--- src/rtl/cache_fill_fsm.sv ---
// Cache miss fill initiator: issues one read per block word, writes the in-order
// responses into the data array, then writes the tag and pulses fill_done.
module cache_fill_fsm #(
  parameter int ADDR_WIDTH  = 16,
  parameter int BLOCK_WORDS = 8,
  parameter int MEM_LATENCY = 4
) (
  input  logic                           clk,
  input  logic                           rst,
  input  logic                           miss_detected,
  input  logic [ADDR_WIDTH-1:0]          miss_address,
  output logic                           fsm_busy,
  output logic                           memory_enable,
  output logic [ADDR_WIDTH-1:0]          memory_address,
  input  logic                           memory_data_valid,
  input  logic [15:0]                    memory_data_in,
  output logic                           write_data_array,
  output logic [$clog2(BLOCK_WORDS)-1:0] cache_word_offset,
  output logic [15:0]                    cache_data_out,
  output logic                           write_tag_array,
  output logic                           fill_done
);

  localparam int OFFW = $clog2(BLOCK_WORDS);
  localparam int CNTW = OFFW + 1;
  localparam logic [ADDR_WIDTH-1:0] BLK_MASK = ~ADDR_WIDTH'(2 * BLOCK_WORDS - 1);

  // Memory latency is only a property of the attached memory; the FSM tracks
  // responses by count, so the parameter is checked but never counted.
  if ((BLOCK_WORDS < 2) || ((BLOCK_WORDS & (BLOCK_WORDS - 1)) != 0) || (MEM_LATENCY < 1)) begin : g_bad_params
    $error("cache_fill_fsm: BLOCK_WORDS must be a power of two >= 2 and MEM_LATENCY >= 1");
  end

  typedef enum logic {
    IDLE = 1'b0,
    FILL = 1'b1
  } state_t;

  state_t                r_state;
  state_t                w_next_state;
  logic [ADDR_WIDTH-1:0] r_base;
  logic [CNTW-1:0]       r_issue_cnt;
  logic [OFFW-1:0]       r_recv_cnt;
  logic                  w_issue_pending;
  logic                  w_last_word;

  assign w_issue_pending = (r_issue_cnt < CNTW'(BLOCK_WORDS));
  assign w_last_word     = (r_recv_cnt == OFFW'(BLOCK_WORDS - 1));

  always_ff @(posedge clk) begin
    if (rst) r_state <= IDLE;
    else     r_state <= w_next_state;
  end

  always_ff @(posedge clk) begin
    if (rst) begin
      r_base      <= '0;
      r_issue_cnt <= '0;
      r_recv_cnt  <= '0;
    end else if (r_state == IDLE) begin
      if (miss_detected) begin
        r_base      <= miss_address & BLK_MASK;
        r_issue_cnt <= '0;
        r_recv_cnt  <= '0;
      end
    end else begin
      if (w_issue_pending)   r_issue_cnt <= r_issue_cnt + 1'b1;
      if (memory_data_valid) r_recv_cnt  <= r_recv_cnt + 1'b1;
    end
  end

  always_comb begin
    w_next_state      = r_state;
    fsm_busy          = 1'b0;
    memory_enable     = 1'b0;
    memory_address    = '0;
    write_data_array  = 1'b0;
    cache_word_offset = '0;
    cache_data_out    = '0;
    write_tag_array   = 1'b0;
    fill_done         = 1'b0;
    case (r_state)
      IDLE: begin
        if (miss_detected) w_next_state = FILL;
      end
      FILL: begin
        fsm_busy = 1'b1;
        if (w_issue_pending) begin
          memory_enable  = 1'b1;
          memory_address = r_base + (ADDR_WIDTH'(r_issue_cnt) << 1);
        end
        if (memory_data_valid) begin
          write_data_array  = 1'b1;
          cache_word_offset = r_recv_cnt;
          cache_data_out    = memory_data_in;
          if (w_last_word) begin
            write_tag_array = 1'b1;
            fill_done       = 1'b1;
            w_next_state    = IDLE;
          end
        end
      end
      default: w_next_state = IDLE;
    endcase
  end

endmodule

--- config.mk ---
export PLATFORM = sky130hd
export DESIGN_NAME = cache_fill_fsm
export DESIGN_NICKNAME = d
export VERILOG_FILES = /design/src/rtl/cache_fill_fsm.sv
export SDC_FILE = /design/constraint.sdc
export NUM_CORES = 1
export LEC_CHECK = 0
export ABC_AREA = 1
export ABC_CLOCK_PERIOD_IN_PS = 1200
export BUFFER_PORTS_ARGS = -buffer_cell sky130_fd_sc_hd__buf_2
export CAP_MARGIN = 0
export CORE_MARGIN = 5
export CORE_UTILIZATION = 42
export CTS_BUF_LIST = sky130_fd_sc_hd__clkbuf_8
export CTS_CLUSTER_DIAMETER = 120
export DETAILED_ROUTE_END_ITERATION = 8
export PLACE_DENSITY = 0.77
export SLEW_MARGIN = 20
export SYNTH_ARGS = -nofsm -noshare
export SYNTH_HDL_FRONTEND = slang
export SYNTH_SLANG_ARGS = --single-unit
--- constraint.sdc ---
create_clock -name clk -period 1.2 [get_ports clk]
set_input_delay 0.06 -clock clk [delete_from_list [all_inputs] [get_ports clk]]
set_output_delay 0.06 -clock clk [all_outputs]
set_load 0.05 [all_outputs]
Word-level counts from Yosys, hierarchy flattened
Cells that the tools add are included.
Widths: inputs -> output; s select.
{"block": "totals", "inputBits": 36, "mem_bits_ro": 0, "mem_bits_rw": 0, "output_inout_bits": 40, "mem_count": 0, "reg_bits": 20, "latchBits": 0}
{"block": "op_classes", "n_reduce_logical": 4, "multipliers": 0, "n_shift": 0, "muxes": 24, "addsub": 3, "eq_ne": 3, "n_div": 0, "n_bitwise": 1, "magnitude_cmp": 1}
{"cell": "$mux 16", "count": 4}
{"cell": "$add 16x5->16", "count": 1}
{"cell": "$mux 3", "count": 5}
{"cell": "$mux 4", "count": 3}
{"cell": "$mux 1", "count": 11}
{"cell": "$reduce_and 2->1", "count": 3}
{"cell": "$add 4x1->4 const B", "count": 1}
{"cell": "$lt 4x4->1 const B", "count": 1}
{"cell": "$add 3x1->3 const B", "count": 1}
{"cell": "$eq 3x3->1 const B", "count": 1}
{"cell": "$ne 2x1->1 const B", "count": 1}
{"cell": "$ne 2x2->1 const B", "count": 1}
{"cell": "$pmux 1 s2", "count": 1}
{"cell": "$reduce_bool 2->1", "count": 1}
{"cell": "$not 1->1", "count": 1}

Longest topological paths before layout
Gate-level depths: netlist of run 1.
{"block": "logic_depth", "word_depth": 4, "ltp_mapped": 5}

Least setup slack after synthesis of run 1
No wires, ideal clock.
{"block": "synth_timing", "kind": "register to output", "startpoint": "register r_state", "endpoint": "output port write_tag_array", "slack_ps": -792, "required_time_ps": 1140, "arrival_ps": 1932, "path_stages_with_launch": 4, "path_cell_list": "dfxtp_1 nand2_1 nor2_1 buf_4"}
{"block": "synth_between", "elab_chain_len": 1}
{"element": "start: declaration", "line": "39", "text": "state_t r_state;"}
{"element": "start signal: assignment", "line": "52", "text": "else r_state <= w_next_state;"}
{"element": "$mux 1"}
{"element": "end: declaration", "line": "20", "text": "output logic write_tag_array,"}
No other way between the ends.

Worst setup path after layout of run 1
{"block": "layout_timing", "startpoint": "register r_base[5]", "endpoint": "output port memory_address[8]"}
{"block": "layout_between", "elab_chain_len": 3}
{"element": "start: declaration", "line": "41", "text": "logic [ADDR_WIDTH-1:0] r_base;"}
{"element": "start signal: assignment", "line": "62", "text": "r_base <= miss_address & BLK_MASK;"}
{"element": "$add 16x5->16", "line": "90", "text": "memory_address = r_base + (ADDR_WIDTH'(r_issue_cnt) << 1);"}
{"element": "$mux 16", "line": "88", "text": "if (w_issue_pending) begin"}
{"element": "$mux 16", "line": "82", "text": "case (r_state)"}
{"element": "end: declaration", "line": "14", "text": "output logic [ADDR_WIDTH-1:0] memory_address,"}
No other way between the ends.

==> results.rst, run 1 <==
.. list-table::
   :header-rows: 1

   * - Metric
     - Value
   * - Number of placed instances with taps included
     - 272
   * - Data arrival time of the critical path
     - 1.34 ns
   * - Clock sinks
     - 20
   * - Final min period
     - around 1.4 ns
   * - Critical path class
     - reg -> out
   * - Cell with the biggest individual delay on the critical path
     - sky130_fd_sc_hd__dfxtp_1
   * - Number of non-filler instances in the completed layout
     - 284
   * - Worst Path Max Fanout
     - 4
   * - Violations in the final reports
     - setup timing
   * - Clock root cell
     - sky130_fd_sc_hd__clkbuf_8
   * - Number of antenna violations at the first check in global routing
     - 0
   * - Number of detailed-routing iterations run before antenna repair
     - 4
   * - Die Area
     - about 3800 um2
   * - Drt via density
     - approximately 5.5
   * - Clock latency at the later pin of the worst-skew pair
     - 0.27 ns
   * - Global-route usage over all layers
     - 21.70%
   * - Nature of the critical path endpoint
     - primary output
   * - Largest cells by area after synthesis
     - sky130_fd_sc_hd__dfxtp_1 (36%), sky130_fd_sc_hd__nor2_1 (16%), sky130_fd_sc_hd__inv_1 (13%)
   * - Clock-pin slew on the worst setup and hold paths
     - 0.08 ns
   * - Largest buffer count on any clock path
     - 2
   * - Sequential cell area fraction in the yosys report
     - 36.16%
   * - Final setup margin
     - -0.2034 ns
   * - Synth unique cells
     - 19
   * - Depth of the CTS H-tree
     - 1
   * - TritonCTS clock tree
     - done
   * - First-pass GRT wire length
     - roughly 6000 um
   * - Post-synthesis instance area
     - about 1100 um2
   * - Synth-to-Final Area Change
     - 111.9%
   * - Cells after Synth
     - ~180
   * - Post-synth net total
     - about 210
   * - Achievable frequency
     - 712.6 MHz
   * - Crit Reg-Reg Startpoint
     - r_state
   * - Pins Over Slew Limit
     - 0
   * - Final standard cell area without fillers
     - 2346 um2
   * - TritonCTS buffer count
     - 3
   * - Net count reported at finish
     - 294
   * - Critical Path Start Type
     - flop
   * - Antenna-violating nets left
     - 0
   * - Ant diodes
     - 0
   * - Worst EP required
     - around 1.1 ns
   * - Startpoint of the most critical setup path
     - r_base[5]
   * - Largest net degree at the start of global routing
     - 27
   * - Worst clock skew
     - 0.008989 ns
   * - Ratio of total power to cell area
     - just over 900 nW/um2
   * - Status
     - finished with violations
   * - Highest ir drop seen on vdd
     - 1.239 mV
   * - Dpl hpwl
     - about 2500 um
   * - Worst Hold Slack
     - approximately 0.044 ns
   * - Die Span X
     - between 60 and 70 um
   * - Initial drt markers
     - between 70 and 80
   * - RePlAce Congestion
     - approximately 0.76
   * - Cell row count
     - 18
   * - Dpl cell area
     - 1708 um2
   * - Crit share post-route
     - 116.9%
   * - Pleak
     - between 1 and 1.5 nW
   * - Port Buffers
     - 70
   * - Count of final setup violators
     - 40
   * - DR vias
     - 1566
   * - Initial cell density of the core
     - between 40 and 50%
   * - Layout cells sized above 1
     - about three fifths
   * - Wirelength, routed
     - between 5000 and 6000 um
   * - Worst Hold Class
     - in -> reg
   * - Synth top area share
     - a little over a third
   * - Total DRC errors in the routed layout
     - 0
   * - Number of global-route vias before repair
     - about 1.4k
   * - Maximum single-stage delay on the critical path
     - about 0.32 ns
   * - Most prevalent standard cell on the critical path
     - sky130_fd_sc_hd__nor2_4
   * - Cell type contributing the most total cell area after synthesis
     - sky130_fd_sc_hd__dfxtp_1
   * - Grt total ovfl
     - 0
   * - Unrepaired setup endpoints after global routing
     - yes
   * - Routed length per instance
     - between 20 and 25 um
   * - Post-Synthesis Mean Instance Area
     - about 6.3 um2
   * - Core footprint
     - about 2500 um2
   * - Cell-by-cell listing of the critical path
     - inv_1 -> nor2_4 -> buf_4 -> a21oi_2 -> nor2_4 -> buf_6
   * - Final Hold Fails
     - 0
   * - Worst min-delay path startpoint
     - miss_address[10]
   * - Number of warnings printed during yosys synthesis
     - 0
   * - I/O pin count
     - between 70 and 80
   * - Floorplan die height
     - about 60 um
   * - Number of storage elements in the synthesis netlist
     - 20
   * - Count of max-cap constraint violations
     - 0
-- where the power goes --
| group | switching [mW] | internal (mW) | total (mW) |
|---|---|---|---|
| Combinational | 0.475 | 0.271 | 0.746 |
| Sequential | 0.0423 | 0.708 | 0.751 |
| Clock | 0.240 | 0.446 | 0.686 |
-- state kept, by name, summed over array words and instances, names as in the netlist --
name,count
r_base,12
r_issue_cnt,4
r_recv_cnt,3
r_state,1
-- Yosys cell counts --
| cell | count |
|---|---|
| sky130_fd_sc_hd__nand2_2 | 1 |
| sky130_fd_sc_hd__nand3_1 | 2 |
| sky130_fd_sc_hd__o21ai_0 | 14 |
| sky130_fd_sc_hd__a21oi_1 | 20 |
| sky130_fd_sc_hd__nor2_1 | 46 |
| sky130_fd_sc_hd__ha_1 | 3 |
| sky130_fd_sc_hd__buf_4 | 3 |
| sky130_fd_sc_hd__nor2_2 | 1 |
| sky130_fd_sc_hd__inv_2 | 1 |
| sky130_fd_sc_hd__buf_6 | 2 |
| sky130_fd_sc_hd__inv_1 | 39 |
| sky130_fd_sc_hd__conb_1 | 1 |
| sky130_fd_sc_hd__nand2_1 | 12 |
| sky130_fd_sc_hd__nand2_4 | 1 |
| sky130_fd_sc_hd__dfxtp_1 | 20 |
| sky130_fd_sc_hd__a211oi_1 | 1 |
| sky130_fd_sc_hd__buf_2 | 4 |
| sky130_fd_sc_hd__nand4_1 | 1 |
| sky130_fd_sc_hd__nor3_1 | 3 |
-- cell usage in the layout, fill, tap and decap left out, types with 2 or more instances in the layout --
cell type,instances
sky130_fd_sc_hd__nor2_1,9
sky130_fd_sc_hd__o21ai_0,13
sky130_fd_sc_hd__a21oi_2,4
sky130_fd_sc_hd__nand2_1,8
sky130_fd_sc_hd__nand3_2,2
sky130_fd_sc_hd__inv_1,36
sky130_fd_sc_hd__dfxtp_1,12
sky130_fd_sc_hd__nand2_8,3
sky130_fd_sc_hd__nor2_4,34
sky130_fd_sc_hd__buf_4,6
sky130_fd_sc_hd__buf_2,32
sky130_fd_sc_hd__inv_2,2
sky130_fd_sc_hd__a21oi_1,16
sky130_fd_sc_hd__nor3_1,3
sky130_fd_sc_hd__nand2_2,3
sky130_fd_sc_hd__buf_12,2
sky130_fd_sc_hd__buf_6,31
sky130_fd_sc_hd__clkbuf_8,3
sky130_fd_sc_hd__ha_4,2
sky130_fd_sc_hd__dfxtp_2,7
sky130_fd_sc_hd__buf_8,11
sky130_fd_sc_hd__nor2_2,4
-- final cells by class --
class                           count  area (um2)
Multi-Input combinational cell    106       850.8
Timing Repair Buffer               84       812.0
Clock buffer                        3       41.29
Fill cell                          77       153.9
Inverter                           40       161.4
Clock inverter                      1       30.03
Sequential cell                    20       412.9
Tap cell                           30       37.54
-- per-layer routing --
| metal | vias to the layer above | part of all wire, % | global-route usage (%) |
|---|---|---|---|
| met1 | 746 | 35 | 23.47 |
| met5 | - | 0 | 0 |
| met3 | 27 | 9.3 | 4.193 |
| met4 | 0 | 4.9 | 12.42 |
| li1 | 686 | - | - |
| met2 | 107 | 51 | 39.12 |
-- kinds of logic after synthesis --
group | after synthesis | share of synthesized area (%)
flip-flops | 20 | 36.16
adder cells (fa/ha/maj) | 3 | 3.390
AND/OR/NAND/NOR | 67 | 24.63
AO/OA/AOI/OAI | 35 | 16.05
other | 1 | 0.3387
buffers and inverters | 49 | 19.43
-- repair_timing --
action / 4_1_cts / 5_1_grt
cloned: 1 / 1
buffers inserted: 4 / 2
setup endpoints to repair: 38 / 53
resized for setup: 96 / 42
pin swaps: 5 / 13
hold buffers: 0 / 0
-- worst paths after layout --
kind                                     endpoint  slack, ns  cells after the start
worst min register to register         r_base[14]       0.50                      2
worst min-delay path                   r_base[10]       0.04                      3
worst max register to register     r_issue_cnt[3]      -0.04                      6
worst max-delay path            memory_address[8]      -0.20                      6
-- through the flow --
stage                     util, %  TNS (ns)  setup WS [ns]  power, mW
after floorplan                 -    -2.751        -0.1299      1.135
after global placement      68.32         0        0.04223      1.261
after detailed placement    68.32         0        0.03894      1.270
after CTS                   85.74    -1.012        -0.1127      2.041
after global routing        93.84    -4.039        -0.2471      2.244
final                       93.84    -2.779        -0.2034      2.182
-- critical path: cells and delay by family, from the launching register on --
family	cells	cell delay [ns]
buf+inv	3	0.44
flops	1	0.32
compound gates	1	0.20
simple gates	2	0.12
(Power assumes the default switching activity.)
==> run 2: changes to the inputs <==
--- a/config.mk
+++ b/config.mk
@@ -10,11 +10,11 @@
 export BUFFER_PORTS_ARGS = -buffer_cell sky130_fd_sc_hd__buf_2
 export CAP_MARGIN = 0
 export CORE_MARGIN = 5
-export CORE_UTILIZATION = 42
+export CORE_UTILIZATION = 35
 export CTS_BUF_LIST = sky130_fd_sc_hd__clkbuf_8
 export CTS_CLUSTER_DIAMETER = 120
 export DETAILED_ROUTE_END_ITERATION = 8
-export PLACE_DENSITY = 0.77
+export PLACE_DENSITY = 0.66
 export SLEW_MARGIN = 20
 export SYNTH_ARGS = -nofsm -noshare
 export SYNTH_HDL_FRONTEND = slang
==> run 2 against run 1 <==
Compared with the run above: the run still ends with setup timing left; cell count increased by 6.7%; hold slack improved by 0.0029 ns; sequential share of layout area shrank 0.70 points; final area increased by 3.8%; critical path depth fell by 1; combinational power is 0.9% higher; fmax is 0.27% higher; die area rose by 17%; setup slack improved by 0.0038 ns; clock-buffer cell count is the same; sequential power down 2%; critical path type unchanged; critical endpoint is now memory_address[12]; largest power group is now combinational logic.
==> results.rst, run 2 (synthesis results as in run 1) <==
.. list-table::
   :header-rows: 1

   * - Metric
     - Value
   * - Part of the power in the clock network
     - 22.9% (was 31.4%)
   * - Final setup margin
     - -0.1996 ns (was -0.2034 ns)
   * - Clock-pin slew on the worst setup and hold paths
     - 0.07 ns (was 0.08 ns)
   * - Critical Path Start Type
     - flop (unchanged)
   * - Ant diodes
     - 0 (unchanged)
   * - Layout cells sized above 1
     - 59.07% (was 59.84%)
   * - Drt via density
     - 4.601 (was 5.514)
   * - Share of power burned in combinational logic
     - 39.0% (was 34.2%)
   * - Worst min-delay path startpoint
     - miss_address[10] (unchanged)
   * - Status
     - finished with violations (unchanged)
   * - I/O pin count
     - 76 (unchanged)
   * - Data arrival time of the critical path
     - 1.34 ns (about the same)
   * - Net count reported at finish
     - 299 (was 294)
   * - Sequential power share
     - 38.2% (was 34.4%)
   * - Worst Path Max Fanout
     - 3 (was 4)
   * - Most frequent cells in the layout
     - sky130_fd_sc_hd__inv_1 (37), sky130_fd_sc_hd__nor2_4 (35), sky130_fd_sc_hd__buf_2 (32), sky130_fd_sc_hd__buf_6 (31), sky130_fd_sc_hd__a21oi_1 (17) (was sky130_fd_sc_hd__inv_1 (36), sky130_fd_sc_hd__nor2_4 (34), sky130_fd_sc_hd__buf_2 (32), sky130_fd_sc_hd__buf_6 (31), sky130_fd_sc_hd__a21oi_1 (16))
   * - Nature of the critical path endpoint
     - primary output (unchanged)
   * - Number of global-route vias before repair
     - 1393 (was 1356)
   * - Global-route usage over all layers
     - 18.77% (was 21.70%)
   * - Setup TNS
     - -2.737 ns (was -2.779 ns)
   * - Grt total ovfl
     - 0 (unchanged)
   * - Total DRC errors in the routed layout
     - 0 (unchanged)
   * - Highest ir drop seen on vdd
     - 0.8409 mV (was 1.239 mV)
   * - Die Span X
     - 66.25 um (was 61.35 um)
   * - Depth of the CTS H-tree
     - 1 (unchanged)
   * - Number of antenna violations at the first check in global routing
     - 0 (unchanged)
   * - Final min period
     - 1.400 ns (was 1.403 ns)
   * - Dpl hpwl
     - 2328 um (was 2487 um)
   * - Final Hold Fails
     - 0 (unchanged)
   * - Routed length per instance
     - 14.15 um (was 20.79 um)
   * - Ratio of total power to cell area
     - 793.2 nW/um2 (was 930.2 nW/um2)
   * - TritonCTS buffer count
     - 3 (unchanged)
   * - Switching power of the nets
     - 0.6938 mW (was 0.7569 mW)
   * - Clock latency at the later pin of the worst-skew pair
     - 0.26 ns (was 0.27 ns)
   * - Unrepaired setup endpoints after global routing
     - yes (unchanged)
   * - Worst Hold Slack
     - 0.04720 ns (was 0.04431 ns)
   * - Leading cell type in the layout, fill and taps excluded
     - sky130_fd_sc_hd__inv_1 (unchanged)
   * - Total area of multi-input combinational cells
     - 868.3 um2 (was 850.8 um2)
   * - Total power draw
     - 1.932 mW (was 2.182 mW)
   * - Net Sw Frac
     - 35.90% (was 34.69%)
   * - Internal power of the cells
     - 1.239 mW (was 1.425 mW)
   * - CTS Hold Bufs
     - 0 (unchanged)
   * - Crit Reg-Reg Startpoint
     - r_state (unchanged)
   * - Pleak
     - 1.041 nW (was 1.008 nW)
   * - Crit share post-route
     - 116.6% (was 116.9%)
   * - Clock root cell
     - sky130_fd_sc_hd__clkbuf_8 (unchanged)
   * - Number of flip-flops under the largest register name
     - 12 (unchanged)
   * - Biggest register
     - r_base (unchanged)
   * - Die Area
     - 4388 um2 (was 3763 um2)
   * - Count of final setup violators
     - 41 (was 40)
   * - Filler instances
     - 214 (was 77)
   * - Initial drt markers
     - 26 (was 78)
   * - Synth-to-Final Area Change
     - 120.0% (was 111.9%)
   * - Port Buffers
     - 70 (unchanged)
   * - Violations in the final reports
     - setup timing (unchanged)
   * - Initial cell density of the core
     - 36.27% (was 44.29%)
   * - Largest net degree at the start of global routing
     - 27 (unchanged)
   * - Sequential cell area
     - 411.6 um2 (was 412.9 um2)
   * - DR vias
     - 1394 (was 1566)
   * - Worst EP required
     - 1.14 ns (about the same)
   * - Registers with the most flip-flops
     - r_base x12, r_issue_cnt x4, r_recv_cnt x3 (unchanged)
   * - Startpoint of the most critical setup path
     - r_base[10] (was r_base[5])
   * - Count of max-cap constraint violations
     - 0 (unchanged)
   * - Critical path class
     - reg -> out (unchanged)
   * - Worst Hold Class
     - in -> reg (unchanged)
   * - Cell row count
     - 20 (was 18)
   * - Number of detailed-routing iterations run before antenna repair
     - 4 (unchanged)
   * - First-pass GRT wire length
     - 6382 um (was 6037 um)
   * - Clock sinks
     - 20 (unchanged)
   * - RePlAce Congestion
     - 0.7524 (was 0.7602)
   * - TritonCTS clock tree
     - done (unchanged)
   * - Largest buffer count on any clock path
     - 2 (unchanged)
   * - Core footprint
     - 3053 um2 (was 2500 um2)
   * - Achievable frequency
     - 714.5 MHz (was 712.6 MHz)
   * - Floorplan die height
     - 66.25 um (was 61.35 um)
   * - Wirelength, routed
     - 4287 um (was 5904 um)
   * - Antenna-violating nets left
     - 0 (unchanged)
   * - Worst clock skew
     - 0.003930 ns (was 0.008989 ns)
   * - Pins Over Slew Limit
     - 0 (unchanged)
run 2: cell types whose count changed in the layout (fill, tap and decap cells not counted), sizes merged:
| cell | previous run | this run |
|---|---|---|
| buf | 83 | 89 |
| bufinv | 1 | 0 |
| clkbuf | 4 | 3 |
| inv | 39 | 40 |
run 2: layout make-up:
class	count	area share, %
sequential	20	16.90
timing repair buffer	89	36.93
inverter	40	6.420
clock inverter	1	0.1541
clock buffer	3	1.695
multi-input combinational	106	35.64
tap	44	2.260
run 2: worst paths after layout:
kind / end / slack (ns) / cells after the start
max: memory_address[12] / -0.20 / 5
min: r_base[10] / 0.05 / 3
max reg2reg: r_recv_cnt[2] / -0.07 / 7
min reg2reg: r_base[8] / 0.50 / 2
run 2: critical path: stages (launching register included):
cell and delay (ns):
sky130_fd_sc_hd__dfxtp_2 0.35, sky130_fd_sc_hd__nand2_1 0.09, sky130_fd_sc_hd__nor2_1 0.20, sky130_fd_sc_hd__nand3_2 0.12, sky130_fd_sc_hd__a21oi_4 0.16, sky130_fd_sc_hd__buf_8 0.16
run 2: metal layers:
metal  wire length [um]  vias up  track usage (%)
met5                  0        -                0
met4                 70        0            3.807
met3                285        7            4.252
met2               2283       59            34.57
met1               1648      628            21.88
li1                   -      700                -
run 2: power by group through the flow:
stage / clock, mW / combinational (mW) / sequential (mW)
floorplan: 0 / 0.385 / 0.749
CTS: 0.458 / 0.702 / 0.734
detailed placement: 0 / 0.530 / 0.746
global route: 0.491 / 0.802 / 0.742
finish: 0.442 / 0.753 / 0.737
global placement: 0 / 0.528 / 0.745
run 2: timing repair:
item,4_1_cts,5_1_grt
setup buffers,7,2
pin swaps,5,5
endpoints found under the setup margin,38,56
hold endpoints to repair,0,0
resized for setup,112,30
gates cloned,2,0
run 2: through the flow:
stage | cell area (um2) | cells | setup slack, ns | utilization (%)
2_1_floorplan | 1319 | 175 | -0.1299 | -
3_3_place_gp | 1753 | 288 | 0.02681 | 57.42
3_5_place_dp | 1753 | 288 | 0.01847 | 57.42
4_1_cts | 2333 | 301 | -0.1371 | 76.43
5_1_grt | 2436 | 303 | -0.2843 | 79.80
6_report | 2436 | 303 | -0.1996 | 79.80
==> run 3: changes to the inputs <==
==> constraint.sdc (replaced) <==
create_clock -name clk -period 1.2 [get_ports clk]
set_input_delay 0.12 -clock clk [delete_from_list [all_inputs] [get_ports clk]]
set_output_delay 0.12 -clock clk [all_outputs]
set_load 0.05 [all_outputs]
==> run 3 against run 2 <==
Compared with the run above: cell count is the same; the run still ends with setup timing left; highest routed layer unchanged; critical path type unchanged; clock power grew 15%; non-clock buffer count is the same; largest power group is now registers.
==> results.rst, run 3 (synthesis results as in run 1) <==
.. list-table::
   :header-rows: 1

   * - Metric
     - Value
   * - Cell row count
     - 20 (unchanged)
   * - Registers with the most flip-flops
     - r_base x12, r_issue_cnt x4, r_recv_cnt x3 (unchanged)
   * - Wirelength, routed
     - 3721 um (was 4287 um)
   * - Die Span X
     - 66.25 um (unchanged)
   * - Dpl hpwl
     - 2445 um (was 2328 um)
   * - DR vias
     - 1360 (was 1394)
   * - Grt total ovfl
     - 0 (unchanged)
   * - Post-placement worst setup slack
     - -0.02127 ns (was 0.01847 ns)
   * - Total power draw
     - 1.971 mW (was 1.932 mW)
   * - Status
     - finished with violations (unchanged)
   * - Number of global-route vias before repair
     - 1350 (was 1393)
   * - Biggest register
     - r_base (unchanged)
   * - I/O pin count
     - 76 (unchanged)
   * - Clock latency at the later pin of the worst-skew pair
     - 0.26 ns (about the same)
   * - Worst EP required
     - 1.08 ns (was 1.14 ns)
   * - Clock-pin slew on the worst setup and hold paths
     - 0.08 ns (was 0.07 ns)
   * - Violations in the final reports
     - setup timing (unchanged)
   * - Final Hold Fails
     - 0 (unchanged)
   * - Final min period
     - 1.333 ns (was 1.400 ns)
   * - Routed length per instance
     - 12.28 um (was 14.15 um)
   * - Setup TNS
     - -3.299 ns (was -2.737 ns)
   * - Antenna-violating nets left
     - 0 (unchanged)
   * - Number of detailed-routing iterations run before antenna repair
     - 4 (unchanged)
   * - Pins Over Slew Limit
     - 0 (unchanged)
   * - Critical Path Start Type
     - flop (unchanged)
   * - Port Buffers
     - 70 (unchanged)
   * - Highest ir drop seen on vdd
     - 0.7015 mV (was 0.8409 mV)
   * - Drt via density
     - 4.488 (was 4.601)
   * - Achievable frequency
     - 749.9 MHz (was 714.5 MHz)
   * - TritonCTS buffer count
     - 3 (unchanged)
   * - Net count reported at finish
     - 299 (unchanged)
   * - Ratio of total power to cell area
     - 819.2 nW/um2 (was 793.2 nW/um2)
   * - Ant diodes
     - 0 (unchanged)
   * - Initial cell density of the core
     - 36.27% (unchanged)
   * - Initial drt markers
     - 22 (was 26)
   * - Critical path class
     - reg -> out (unchanged)
   * - Worst Path Max Fanout
     - 7 (was 3)
   * - Synth-to-Final Area Change
     - 117.3% (was 120.0%)
   * - Clock root cell
     - sky130_fd_sc_hd__clkbuf_8 (unchanged)
   * - TritonCTS clock tree
     - done (unchanged)
   * - Clock sinks
     - 20 (unchanged)
   * - Count of max-cap constraint violations
     - 0 (unchanged)
   * - Nature of the critical path endpoint
     - primary output (unchanged)
   * - Worst Hold Slack
     - 0.1181 ns (was 0.04720 ns)
   * - Pleak
     - 1.025 nW (was 1.041 nW)
   * - Data arrival time of the critical path
     - 1.21 ns (was 1.34 ns)
   * - Number of flip-flops under the largest register name
     - 12 (unchanged)
   * - Global-route usage over all layers
     - 16.47% (was 18.77%)
   * - Final setup margin
     - -0.1335 ns (was -0.1996 ns)
   * - Depth of the CTS H-tree
     - 1 (unchanged)
   * - Filler instances
     - 209 (was 214)
   * - Worst clock skew
     - 0.006204 ns (was 0.003930 ns)
   * - RePlAce Congestion
     - 0.7110 (was 0.7524)
   * - First-pass GRT wire length
     - 5637 um (was 6382 um)
   * - Crit share post-route
     - 111.1% (was 116.6%)
   * - Final Core Density
     - 78.81% (was 79.80%)
   * - Total DRC errors in the routed layout
     - 0 (unchanged)
   * - Floorplan die height
     - 66.25 um (unchanged)
   * - Worst Hold Class
     - in -> reg (unchanged)
   * - Largest buffer count on any clock path
     - 2 (unchanged)
   * - Count of final setup violators
     - 40 (was 41)
   * - Layout cells sized above 1
     - 62.93% (was 59.07%)
   * - Core footprint
     - 3053 um2 (unchanged)
   * - Unrepaired setup endpoints after global routing
     - yes (unchanged)
   * - Largest net degree at the start of global routing
     - 27 (unchanged)
   * - Die Area
     - 4388 um2 (unchanged)
   * - Number of antenna violations at the first check in global routing
     - 0 (unchanged)
   * - Most frequent cells in the layout
     - sky130_fd_sc_hd__nor2_4 (36), sky130_fd_sc_hd__inv_1 (36), sky130_fd_sc_hd__buf_6 (33), sky130_fd_sc_hd__buf_2 (32), sky130_fd_sc_hd__a21oi_1 (16) (was sky130_fd_sc_hd__inv_1 (37), sky130_fd_sc_hd__nor2_4 (35), sky130_fd_sc_hd__buf_2 (32), sky130_fd_sc_hd__buf_6 (31), sky130_fd_sc_hd__a21oi_1 (17))
-- run 3: cell types whose count changed in the layout (fill, tap and decap cells not counted), sizes merged --
cell	previous run	this run
clkbuf	3	4
inv	40	39
-- run 3: layout make-up --
type | instances | area (um2) | share of cell area, %
clock buffer | 4 | 55.05 | 2.288
inverter | 40 | 158.9 | 6.604
multi-input combinational | 106 | 887.1 | 36.87
sequential | 20 | 415.4 | 17.26
tap | 44 | 55.05 | 2.288
timing repair buffer | 89 | 834.6 | 34.69
-- run 3: repair_timing --
action                     CTS  global route
setup endpoints to repair   39            52
resized for setup           90            36
pin swaps                    9             8
cloned                       1             0
hold buffers                 0             0
setup buffers                4             2
-- run 3: metrics by stage --
step                      std cells  instance area [um2]
after floorplan                 175                 1421
after global placement          292                 1867
after detailed placement        292                 1867
final                           303                 2406
after global routing            303                 2406
after CTS                       301                 2261
-- run 3: metal layers --
metal	vias up	GRT usage (%)	wire [um]
li1	696	-	-
met1	605	16.31	1321
met2	57	32.47	2044
met3	2	4.762	335
met4	0	4.569	19
met5	-	0	0
-- run 3: path summary, 6_finish.rpt --
check,from,cells after the start,slack [ns],to
min,miss_address[10],3,0.12,r_base[10]
max reg2reg,r_state,7,-0.04,r_recv_cnt[1]
max,r_state,4,-0.13,write_tag_array
min reg2reg,r_base[15],2,0.51,r_base[15]
-- run 3: critical path, stage by stage (launching register included) --
cell                      delay [ns]
sky130_fd_sc_hd__dfxtp_4        0.42
sky130_fd_sc_hd__nand2_8        0.09
sky130_fd_sc_hd__buf_12         0.16
sky130_fd_sc_hd__nor2_4         0.12
sky130_fd_sc_hd__buf_6          0.17
-- run 3: report_power, final --
group / switching [mW] / total, mW / internal [mW]
registers: 0.0320 / 0.741 / 0.709
clock network: 0.218 / 0.510 / 0.292
logic: 0.439 / 0.720 / 0.281
total: 0.689 / 1.97 / 1.28
